[src/rtl/dispatch_core_nq_pkg.sv]
// Shared decode constants, queue map and holding-register state
// for the dispatch stage.
package dispatch_core_nq_pkg;

    localparam int QW = 3;

    localparam logic [5:0] OP_J     = 6'b000010;
    localparam logic [5:0] OP_JAL   = 6'b000011;
    localparam logic [5:0] OP_LW    = 6'b100011;
    localparam logic [5:0] OP_SW    = 6'b101011;
    localparam logic [5:0] OP_RTYPE = 6'b000000;
    localparam logic [5:0] FN_MULT  = 6'b011000;
    localparam logic [5:0] FN_MULTU = 6'b011001;

    localparam logic [QW-1:0] Q_DEFAULT = 3'd0;
    localparam logic [QW-1:0] Q_LDST    = 3'd1;
    localparam logic [QW-1:0] Q_MULT    = 3'd2;

    typedef enum logic {
        ST_EMPTY = 1'b0,
        ST_HELD  = 1'b1
    } state_t;

    function automatic logic [QW-1:0] op_to_q(
        input logic [5:0] op,
        input logic [5:0] fn
    );
        logic [QW-1:0] q;
        q = Q_DEFAULT;
        case (op)
            OP_LW, OP_SW: q = Q_LDST;
            OP_RTYPE:
                if (fn == FN_MULT || fn == FN_MULTU)
                    q = Q_MULT;
            default: q = Q_DEFAULT;
        endcase
        return q;
    endfunction

    function automatic logic is_jump(input logic [5:0] op);
        return (op == OP_J) || (op == OP_JAL);
    endfunction

endpackage

[src/rtl/dispatch_core_nq_if.sv]
// Fetch, tag, issue-queue and stall-counter signals of the
// dispatch stage; slave is the dispatch core's view.
interface dispatch_core_nq_if #(
    parameter int NQ    = 3,
    parameter int TAG_W = 5,
    parameter int CNT_W = 16
);
    logic [31:0]         ifetch_pc_4;
    logic [31:0]         ifetch_instruction;
    logic                ifetch_empty;
    logic                Dispatch_ren;
    logic                Dispatch_jmp;
    logic [31:0]         Dispatch_jmp_addr;
    logic [TAG_W-1:0]    tag_in;
    logic                tag_valid;
    logic                tag_ren;
    logic                rob_full;
    logic [NQ-1:0]       issueque_full;
    logic [NQ-1:0]       dispatch_en;
    logic [31:0]         dispatch_instr;
    logic [31:0]         dispatch_pc_4;
    logic [TAG_W-1:0]    dispatch_rd_tag;
    logic                stall_clr;
    logic [NQ*CNT_W-1:0] stall_cnt;

    modport slave (
        input  ifetch_pc_4, ifetch_instruction, ifetch_empty,
        input  tag_in, tag_valid, rob_full, issueque_full,
        input  stall_clr,
        output Dispatch_ren, Dispatch_jmp, Dispatch_jmp_addr,
        output tag_ren, dispatch_en, dispatch_instr,
        output dispatch_pc_4, dispatch_rd_tag, stall_cnt
    );

    modport master (
        output ifetch_pc_4, ifetch_instruction, ifetch_empty,
        output tag_in, tag_valid, rob_full, issueque_full,
        output stall_clr,
        input  Dispatch_ren, Dispatch_jmp, Dispatch_jmp_addr,
        input  tag_ren, dispatch_en, dispatch_instr,
        input  dispatch_pc_4, dispatch_rd_tag, stall_cnt
    );
endinterface

[src/rtl/dispatch_class_decoder.sv]
// Maps an instruction word to its issue-queue index and jump flag;
// indices beyond the configured queue count fall back to queue 0.
module dispatch_class_decoder
    import dispatch_core_nq_pkg::*;
#(
    parameter int NQ = 3
) (
    input  logic [31:0]   i_instr,
    output logic [QW-1:0] o_q,
    output logic          o_jmp
);
    logic [QW-1:0] w_q;
    logic          w_unused;

    assign w_q      = op_to_q(i_instr[31:26], i_instr[5:0]);
    assign o_q      = (32'(w_q) >= NQ) ? Q_DEFAULT : w_q;
    assign o_jmp    = is_jump(i_instr[31:26]);
    assign w_unused = ^i_instr[25:6];
endmodule

[src/rtl/dispatch_core_nq.sv]
// Single-entry dispatch holding register: steers the held instruction
// to its issue queue or resolves jumps, and counts per-queue stalls.
module dispatch_core_nq
    import dispatch_core_nq_pkg::*;
#(
    parameter int NQ    = 3,
    parameter int TAG_W = 5,
    parameter int CNT_W = 16
) (
    input  logic               clock,
    input  logic               reset,
    dispatch_core_nq_if.slave  bus
);
    state_t           r_state;
    state_t           w_next;
    logic [31:0]      r_instr;
    logic [31:0]      r_pc4;
    logic [QW-1:0]    r_q;
    logic             r_jmp;
    logic [CNT_W-1:0] r_cnt [NQ];

    logic [QW-1:0]    w_dq;
    logic             w_djmp;
    logic             w_held;
    logic             w_qfull;
    logic             w_fire;
    logic             w_jfire;
    logic             w_ren;

    dispatch_class_decoder #(.NQ(NQ)) u_dec (
        .i_instr (bus.ifetch_instruction),
        .o_q     (w_dq),
        .o_jmp   (w_djmp)
    );

    // Full flag of the queue selected by the held instruction
    always_comb begin
        w_qfull = 1'b0;
        for (int i = 0; i < NQ; i++)
            if (r_q == QW'(i))
                w_qfull = bus.issueque_full[i];
    end

    assign w_held  = (r_state == ST_HELD) && !reset;
    assign w_jfire = w_held && r_jmp;
    assign w_fire  = w_held && !r_jmp && !w_qfull &&
                     bus.tag_valid && !bus.rob_full;

    // Next state and IFQ read: refill on fire, never on a jump
    always_comb begin
        w_next = r_state;
        w_ren  = 1'b0;
        if (!reset) begin
            case (r_state)
                ST_EMPTY: begin
                    w_ren = !bus.ifetch_empty;
                    if (w_ren)
                        w_next = ST_HELD;
                end
                ST_HELD: begin
                    if (w_jfire) begin
                        w_next = ST_EMPTY;
                    end else if (w_fire) begin
                        w_ren  = !bus.ifetch_empty;
                        w_next = w_ren ? ST_HELD : ST_EMPTY;
                    end
                end
                default: w_next = ST_EMPTY;
            endcase
        end
    end

    // State register
    always_ff @(posedge clock) begin
        if (reset)
            r_state <= ST_EMPTY;
        else
            r_state <= w_next;
    end

    // Holding register captures the IFQ head on every read
    always_ff @(posedge clock) begin
        if (reset) begin
            r_instr <= '0;
            r_pc4   <= '0;
            r_q     <= '0;
            r_jmp   <= 1'b0;
        end else if (w_ren) begin
            r_instr <= bus.ifetch_instruction;
            r_pc4   <= bus.ifetch_pc_4;
            r_q     <= w_dq;
            r_jmp   <= w_djmp;
        end
    end

    // Saturating stall counters; clear wins over increment
    always_ff @(posedge clock) begin
        if (reset || bus.stall_clr) begin
            for (int i = 0; i < NQ; i++)
                r_cnt[i] <= '0;
        end else if (w_held && !w_jfire && !w_fire) begin
            for (int i = 0; i < NQ; i++)
                if (r_q == QW'(i) && r_cnt[i] != '1)
                    r_cnt[i] <= r_cnt[i] + CNT_W'(1);
        end
    end

    // One-hot queue write enable and packed counter view
    always_comb begin
        bus.dispatch_en = '0;
        bus.stall_cnt   = '0;
        for (int i = 0; i < NQ; i++) begin
            bus.dispatch_en[i] = w_fire && (r_q == QW'(i));
            bus.stall_cnt[i*CNT_W +: CNT_W] = r_cnt[i];
        end
    end

    assign bus.tag_ren           = w_fire;
    assign bus.Dispatch_ren      = w_ren;
    assign bus.Dispatch_jmp      = w_jfire;
    assign bus.Dispatch_jmp_addr = {r_pc4[31:28], r_instr[25:0], 2'b00};
    assign bus.dispatch_instr    = r_instr;
    assign bus.dispatch_pc_4     = r_pc4;
    assign bus.dispatch_rd_tag   = w_fire ? bus.tag_in : '0;
endmodule
[src/flat_wrapper.sv]
// flat-port wrapper written by rule: the top's interface ports become plain ports
module dispatch_core_nq_flat import dispatch_core_nq_pkg::*;
#(
    parameter int NQ    = 3,
    parameter int TAG_W = 5,
    parameter int CNT_W = 16
)
  (clock, reset, bus_ifetch_pc_4, bus_ifetch_instruction, bus_ifetch_empty, bus_tag_in, bus_tag_valid, bus_rob_full, bus_issueque_full, bus_stall_clr, bus_Dispatch_ren, bus_Dispatch_jmp, bus_Dispatch_jmp_addr, bus_tag_ren, bus_dispatch_en, bus_dispatch_instr, bus_dispatch_pc_4, bus_dispatch_rd_tag, bus_stall_cnt);
  dispatch_core_nq_if #(.NQ(NQ), .TAG_W(TAG_W), .CNT_W(CNT_W)) bus_i ();
  input  logic clock;
  input  logic reset;
  input wire logic [$bits(bus_i.ifetch_pc_4)-1:0] bus_ifetch_pc_4;
  input wire logic [$bits(bus_i.ifetch_instruction)-1:0] bus_ifetch_instruction;
  input wire logic [$bits(bus_i.ifetch_empty)-1:0] bus_ifetch_empty;
  input wire logic [$bits(bus_i.tag_in)-1:0] bus_tag_in;
  input wire logic [$bits(bus_i.tag_valid)-1:0] bus_tag_valid;
  input wire logic [$bits(bus_i.rob_full)-1:0] bus_rob_full;
  input wire logic [$bits(bus_i.issueque_full)-1:0] bus_issueque_full;
  input wire logic [$bits(bus_i.stall_clr)-1:0] bus_stall_clr;
  output wire logic [$bits(bus_i.Dispatch_ren)-1:0] bus_Dispatch_ren;
  output wire logic [$bits(bus_i.Dispatch_jmp)-1:0] bus_Dispatch_jmp;
  output wire logic [$bits(bus_i.Dispatch_jmp_addr)-1:0] bus_Dispatch_jmp_addr;
  output wire logic [$bits(bus_i.tag_ren)-1:0] bus_tag_ren;
  output wire logic [$bits(bus_i.dispatch_en)-1:0] bus_dispatch_en;
  output wire logic [$bits(bus_i.dispatch_instr)-1:0] bus_dispatch_instr;
  output wire logic [$bits(bus_i.dispatch_pc_4)-1:0] bus_dispatch_pc_4;
  output wire logic [$bits(bus_i.dispatch_rd_tag)-1:0] bus_dispatch_rd_tag;
  output wire logic [$bits(bus_i.stall_cnt)-1:0] bus_stall_cnt;
  assign bus_i.ifetch_pc_4 = bus_ifetch_pc_4;
  assign bus_i.ifetch_instruction = bus_ifetch_instruction;
  assign bus_i.ifetch_empty = bus_ifetch_empty;
  assign bus_i.tag_in = bus_tag_in;
  assign bus_i.tag_valid = bus_tag_valid;
  assign bus_i.rob_full = bus_rob_full;
  assign bus_i.issueque_full = bus_issueque_full;
  assign bus_i.stall_clr = bus_stall_clr;
  assign bus_Dispatch_ren = bus_i.Dispatch_ren;
  assign bus_Dispatch_jmp = bus_i.Dispatch_jmp;
  assign bus_Dispatch_jmp_addr = bus_i.Dispatch_jmp_addr;
  assign bus_tag_ren = bus_i.tag_ren;
  assign bus_dispatch_en = bus_i.dispatch_en;
  assign bus_dispatch_instr = bus_i.dispatch_instr;
  assign bus_dispatch_pc_4 = bus_i.dispatch_pc_4;
  assign bus_dispatch_rd_tag = bus_i.dispatch_rd_tag;
  assign bus_stall_cnt = bus_i.stall_cnt;
  dispatch_core_nq #(.NQ(NQ), .TAG_W(TAG_W), .CNT_W(CNT_W)) u_core (.clock(clock), .reset(reset), .bus(bus_i));
endmodule
[config.mk]
export PLATFORM = sky130hd
export DESIGN_NAME = dispatch_core_nq_flat
export DESIGN_NICKNAME = d
export VERILOG_FILES = /design/src/rtl/dispatch_core_nq_pkg.sv /design/src/rtl/dispatch_core_nq_if.sv /design/src/rtl/dispatch_class_decoder.sv /design/src/rtl/dispatch_core_nq.sv /design/src/flat_wrapper.sv
export SDC_FILE = /design/constraint.sdc
export NUM_CORES = 1
export LEC_CHECK = 0
export ABC_AREA = 1
export CAP_MARGIN = 20
export CORE_MARGIN = 4
export CORE_UTILIZATION = 30
export CTS_CLUSTER_SIZE = 40
export DETAILED_ROUTE_END_ITERATION = 7
export PLACE_DENSITY_LB_ADDON = 0.2
export RECOVER_POWER = 50
export SLEW_MARGIN = 40
export SYNTH_ARGS = -nofsm -noshare
export SYNTH_HDL_FRONTEND = slang
export SYNTH_SLANG_ARGS = --single-unit
[constraint.sdc]
create_clock -name clock -period 2.75 [get_ports clock]
set_clock_uncertainty 0.1 [all_clocks]
set_input_delay 0.825 -clock clock [delete_from_list [all_inputs] [get_ports clock]]
set_output_delay 0.825 -clock clock [all_outputs]
set_load 0.05 [all_outputs]
==> qor.csv <==
stage,metric,value,unit
drt,antenna_left,0,
synthesis,synth_top_family_by_area,simple AND/OR/NAND/NOR gates,
placed_design,dp_hpwl,11630,µm
synthesis,ys_types,27,
synthesis,netlist_top_cells_count,"nand2_1, nand3_1, inv_1",
run_status,outcome,completed,
synthesis,synth_edf_count,48,
placed_design,placed_cell_area,8035,µm²
synthesis,synth_xor_area_share,6.311,%
clock_tree,cts_sinks,116,
drt,num_vias,5065,
drt,routed_wl,17000,µm
worst_hold_path,min_path_type,reg -> reg,
placed_design,place_inst,1118,
sta,rsz0062_at_grt,yes,
sta,slew_violations,0,
placed_design,io_buffers,230,
power_and_ir_drop,switching_share,28.97,%
clock_tree,cts_max_path_buffers,2,
power_and_ir_drop,p_seq_share,37.6,%
synthesis,yosys.area_share.simple,29.28,%
floorplanning,fp.dieArea,20750,µm²
power_and_ir_drop,pwr-share-comb,19.6,%
finish,n_antenna_cell,0,
global_routing,grt_pass1_vias,5006,
synthesis,synth_fa_ha_area_share,0.6761,%
sta,hold_viol_final,0,
critical_path,critPathLaunchType,primary input,
synthesis,synth.ff_latch_count,116,
critical_path,worst-path-max-fanout,7,
power_and_ir_drop,cellPowerDensity,587.2,nW/µm²
floorplanning,fp.dieH,144.0,µm
power_and_ir_drop,p_clk_share,42.8,%
floorplanning,die_width,144.0,µm
job,drv_cap,0,
critical_path,arrival,1810,ps
finish,area_growth,60.81,%
sta,hold_ws,367.7,ps
floorplanning,start_util,30.70,%
synthesis,synth.most_common_cell,nand2_1,
synthesis,synth_top_cell_area_share,25.96,%
global_routing,grt_usage,15.70,%
synthesis,netlist_instances,702,
power_and_ir_drop,p_int,0.003724,W
power_and_ir_drop,power.switching,0.001519,W
placed_design,place_congestion,0.8026,
floorplanning,io_pins,233,
sta,period_share,99.31,%
drt,wire_per_inst,14.61,µm
power_and_ir_drop,irDropWorstVdd,0.0004056,V
sta,min_period,2731,ps
global_routing,overflow,0,
synthesis,yosysTopAreaCell,edfxtp_1,
synthesis,synth_mux_area_share,0,%
critical_path,critical_path_class,in -> out,
finish,fin_nets,1004,
synthesis,synth_compound_area_share,0.6311,%
synthesis,synth_area_per_cell,7.908,µm²
synthesis,yosys_warnings,0,
global_routing,antenna_found_initial,0,
clock_tree,cts-root-buf,clkbuf_16,
critical_path,critPathRequiredTime,1830,ps
drt,first_pass_iters,4,
sta,relSlewSlack,52.25,%
drt,drt_iter0_drc,190,
drt,drc,0,
power_and_ir_drop,leakage,4.089,nW
finish,stdcell_area,8927,µm²
critical_path,endpoint_kind,output pin,
clock_tree,worstSkewPairLatency,410,ps
finish,final_layout_size_suffix_gt1_share,10.70,%
floorplanning,rows,49,
finish,final_core_util,49.36,%
power_and_ir_drop,p_total,0.005242,W
drt,via_per_inst,4.351,
clock_tree,cts_tree,done,
finish,finalNonFillerCells,1164,
synthesis,synth-seq-area-share,50.48,%
synthesis,synthArstFlopShare,0,%
global_routing,grt_max_degree,68,
critical_path,r2r_slack,170,ps
clock_tree,hold_buffers,0,
sta,tightest_slew,716.2,ps
sta,finalSetupViolCount,0,
synthesis,synth_area_leaders,"edfxtp_1, dfxtp_1, nand2_1, nand3_1, inv_1",
clock_tree,clk_pin_slew,60,ps
global_routing,grt_pass1_wl,25390,µm
sta,fmax,0.3662,GHz
clock_tree,cts_buffers,17,
floorplanning,core_area,18090,µm²
clock_tree,htree_levels,4,
synthesis,synthFlopType,dfxtp_1,
synthesis,syn_area,5552,µm²
[power by group through the flow]
stage	combinational, W	sequential [W]	clock (W)
4_1_cts	0.00102	0.00197	0.00230
3_5_place_dp	0.00101	0.00201	0
2_1_floorplan	0.000306	0.00231	0
5_1_grt	0.00108	0.00198	0.00238
6_report	0.00103	0.00197	0.00225
3_3_place_gp	0.00101	0.00200	0
[flip-flops by register name, summed over array words and instances (netlist names)]
name                       flops
u_core.bus.dispatch_instr     32
u_core.bus.dispatch_pc_4      32
u_core.r_cnt                  48
u_core.r_jmp                   1
u_core.r_q                     2
u_core.r_state                 1
[worst max-delay path, cell delays in order]
cell and delay [ps]:
buf_8 100, inv_4 50, nand3b_1 110, nor2_2 150, nand2_2 130, buf_12 180
nor2_4 120, buf_12 140
[metal layers]
metal | track usage [%] | up-vias | routed length (µm)
li1 | - | 2595 | -
met1 | 18.75 | 2284 | 7176
met2 | 25.26 | 171 | 8084
met3 | 6.878 | 15 | 1524
met4 | 5.500 | 0 | 216
met5 | 0 | - | 0
[repair_timing]
| action | in CTS | in global routing |
|---|---|---|
| resized for setup | 45 | 12 |
| pin swaps | 10 | 9 |
| gates cloned | 0 | 4 |
| buffers inserted | 9 | 2 |
| endpoints found under the setup margin | 10 | 74 |
[kinds of logic (layout without fill, tap and decap cells)]
group,count (synthesis),count (layout)
AO/OA/AOI/OAI,6,6
XOR/XNOR,40,40
adder cells (fa/ha/maj),3,3
buffers and inverters,141,373
flip-flops,116,116
other,1,2
AND/OR/NAND/NOR,395,395
[worst paths after layout]
path,end,cells past startpoint,startpoint
max reg2reg,u_core.r_cnt[0][31]$_SDFFCE_PN0P_,16,u_core.r_jmp$_SDFFE_PP0P_
min reg2reg,u_core.bus.dispatch_pc_4[7]$_SDFFE_PP0P_,2,u_core.bus.dispatch_pc_4[7]$_SDFFE_PP0P_
min,u_core.bus.dispatch_pc_4[7]$_SDFFE_PP0P_,2,u_core.bus.dispatch_pc_4[7]$_SDFFE_PP0P_
max,bus_dispatch_en[0],8,reset
[metrics by stage]
step | setup TNS, ps | setup slack (ps)
2_1_floorplan | -908.6 | -113.6
3_5_place_dp | -25340 | -456.6
6_report | 0 | 19.05
4_1_cts | 0 | 11.59
3_3_place_gp | -26220 | -453.9
5_1_grt | -1219 | -52.81
[cell type report]
type                       count  area [µm²]
timing repair buffer         260        2738
inverter                      82       312.8
clock buffer                  27       588.1
clock inverter                 4       26.28
tap                          229       286.5
fill                        1716        9159
multi-input combinational    446        2171
sequential                   116        2805
[cell usage in the layout, fill, tap and decap left out, drive strengths merged]
| cell | Yosys | routed |
|---|---|---|
| dlygate4sd2 | 0 | 2 |
| nor3 | 8 | 8 |
| or2 | 2 | 2 |
| o21a | 1 | 1 |
| clkdlybuf4s50 | 0 | 212 |
| dfxtp | 68 | 68 |
| o21ai | 4 | 4 |
| nor2 | 50 | 50 |
| clkinv | 1 | 2 |
| a211oi | 1 | 1 |
| xor2 | 27 | 27 |
| nand3b | 1 | 1 |
| nand3 | 89 | 89 |
| buf | 56 | 43 |
| xnor2 | 13 | 13 |
| clkinvlp | 0 | 2 |
| ha | 3 | 3 |
| inv | 81 | 82 |
| nor4 | 1 | 1 |
| conb | 1 | 2 |
| edfxtp | 48 | 48 |
| clkbuf | 3 | 29 |
| nand4 | 3 | 3 |
| clkdlybuf4s15 | 0 | 1 |
| nand2 | 241 | 241 |
No activity file was read; power rests on OpenSTA's default activity.
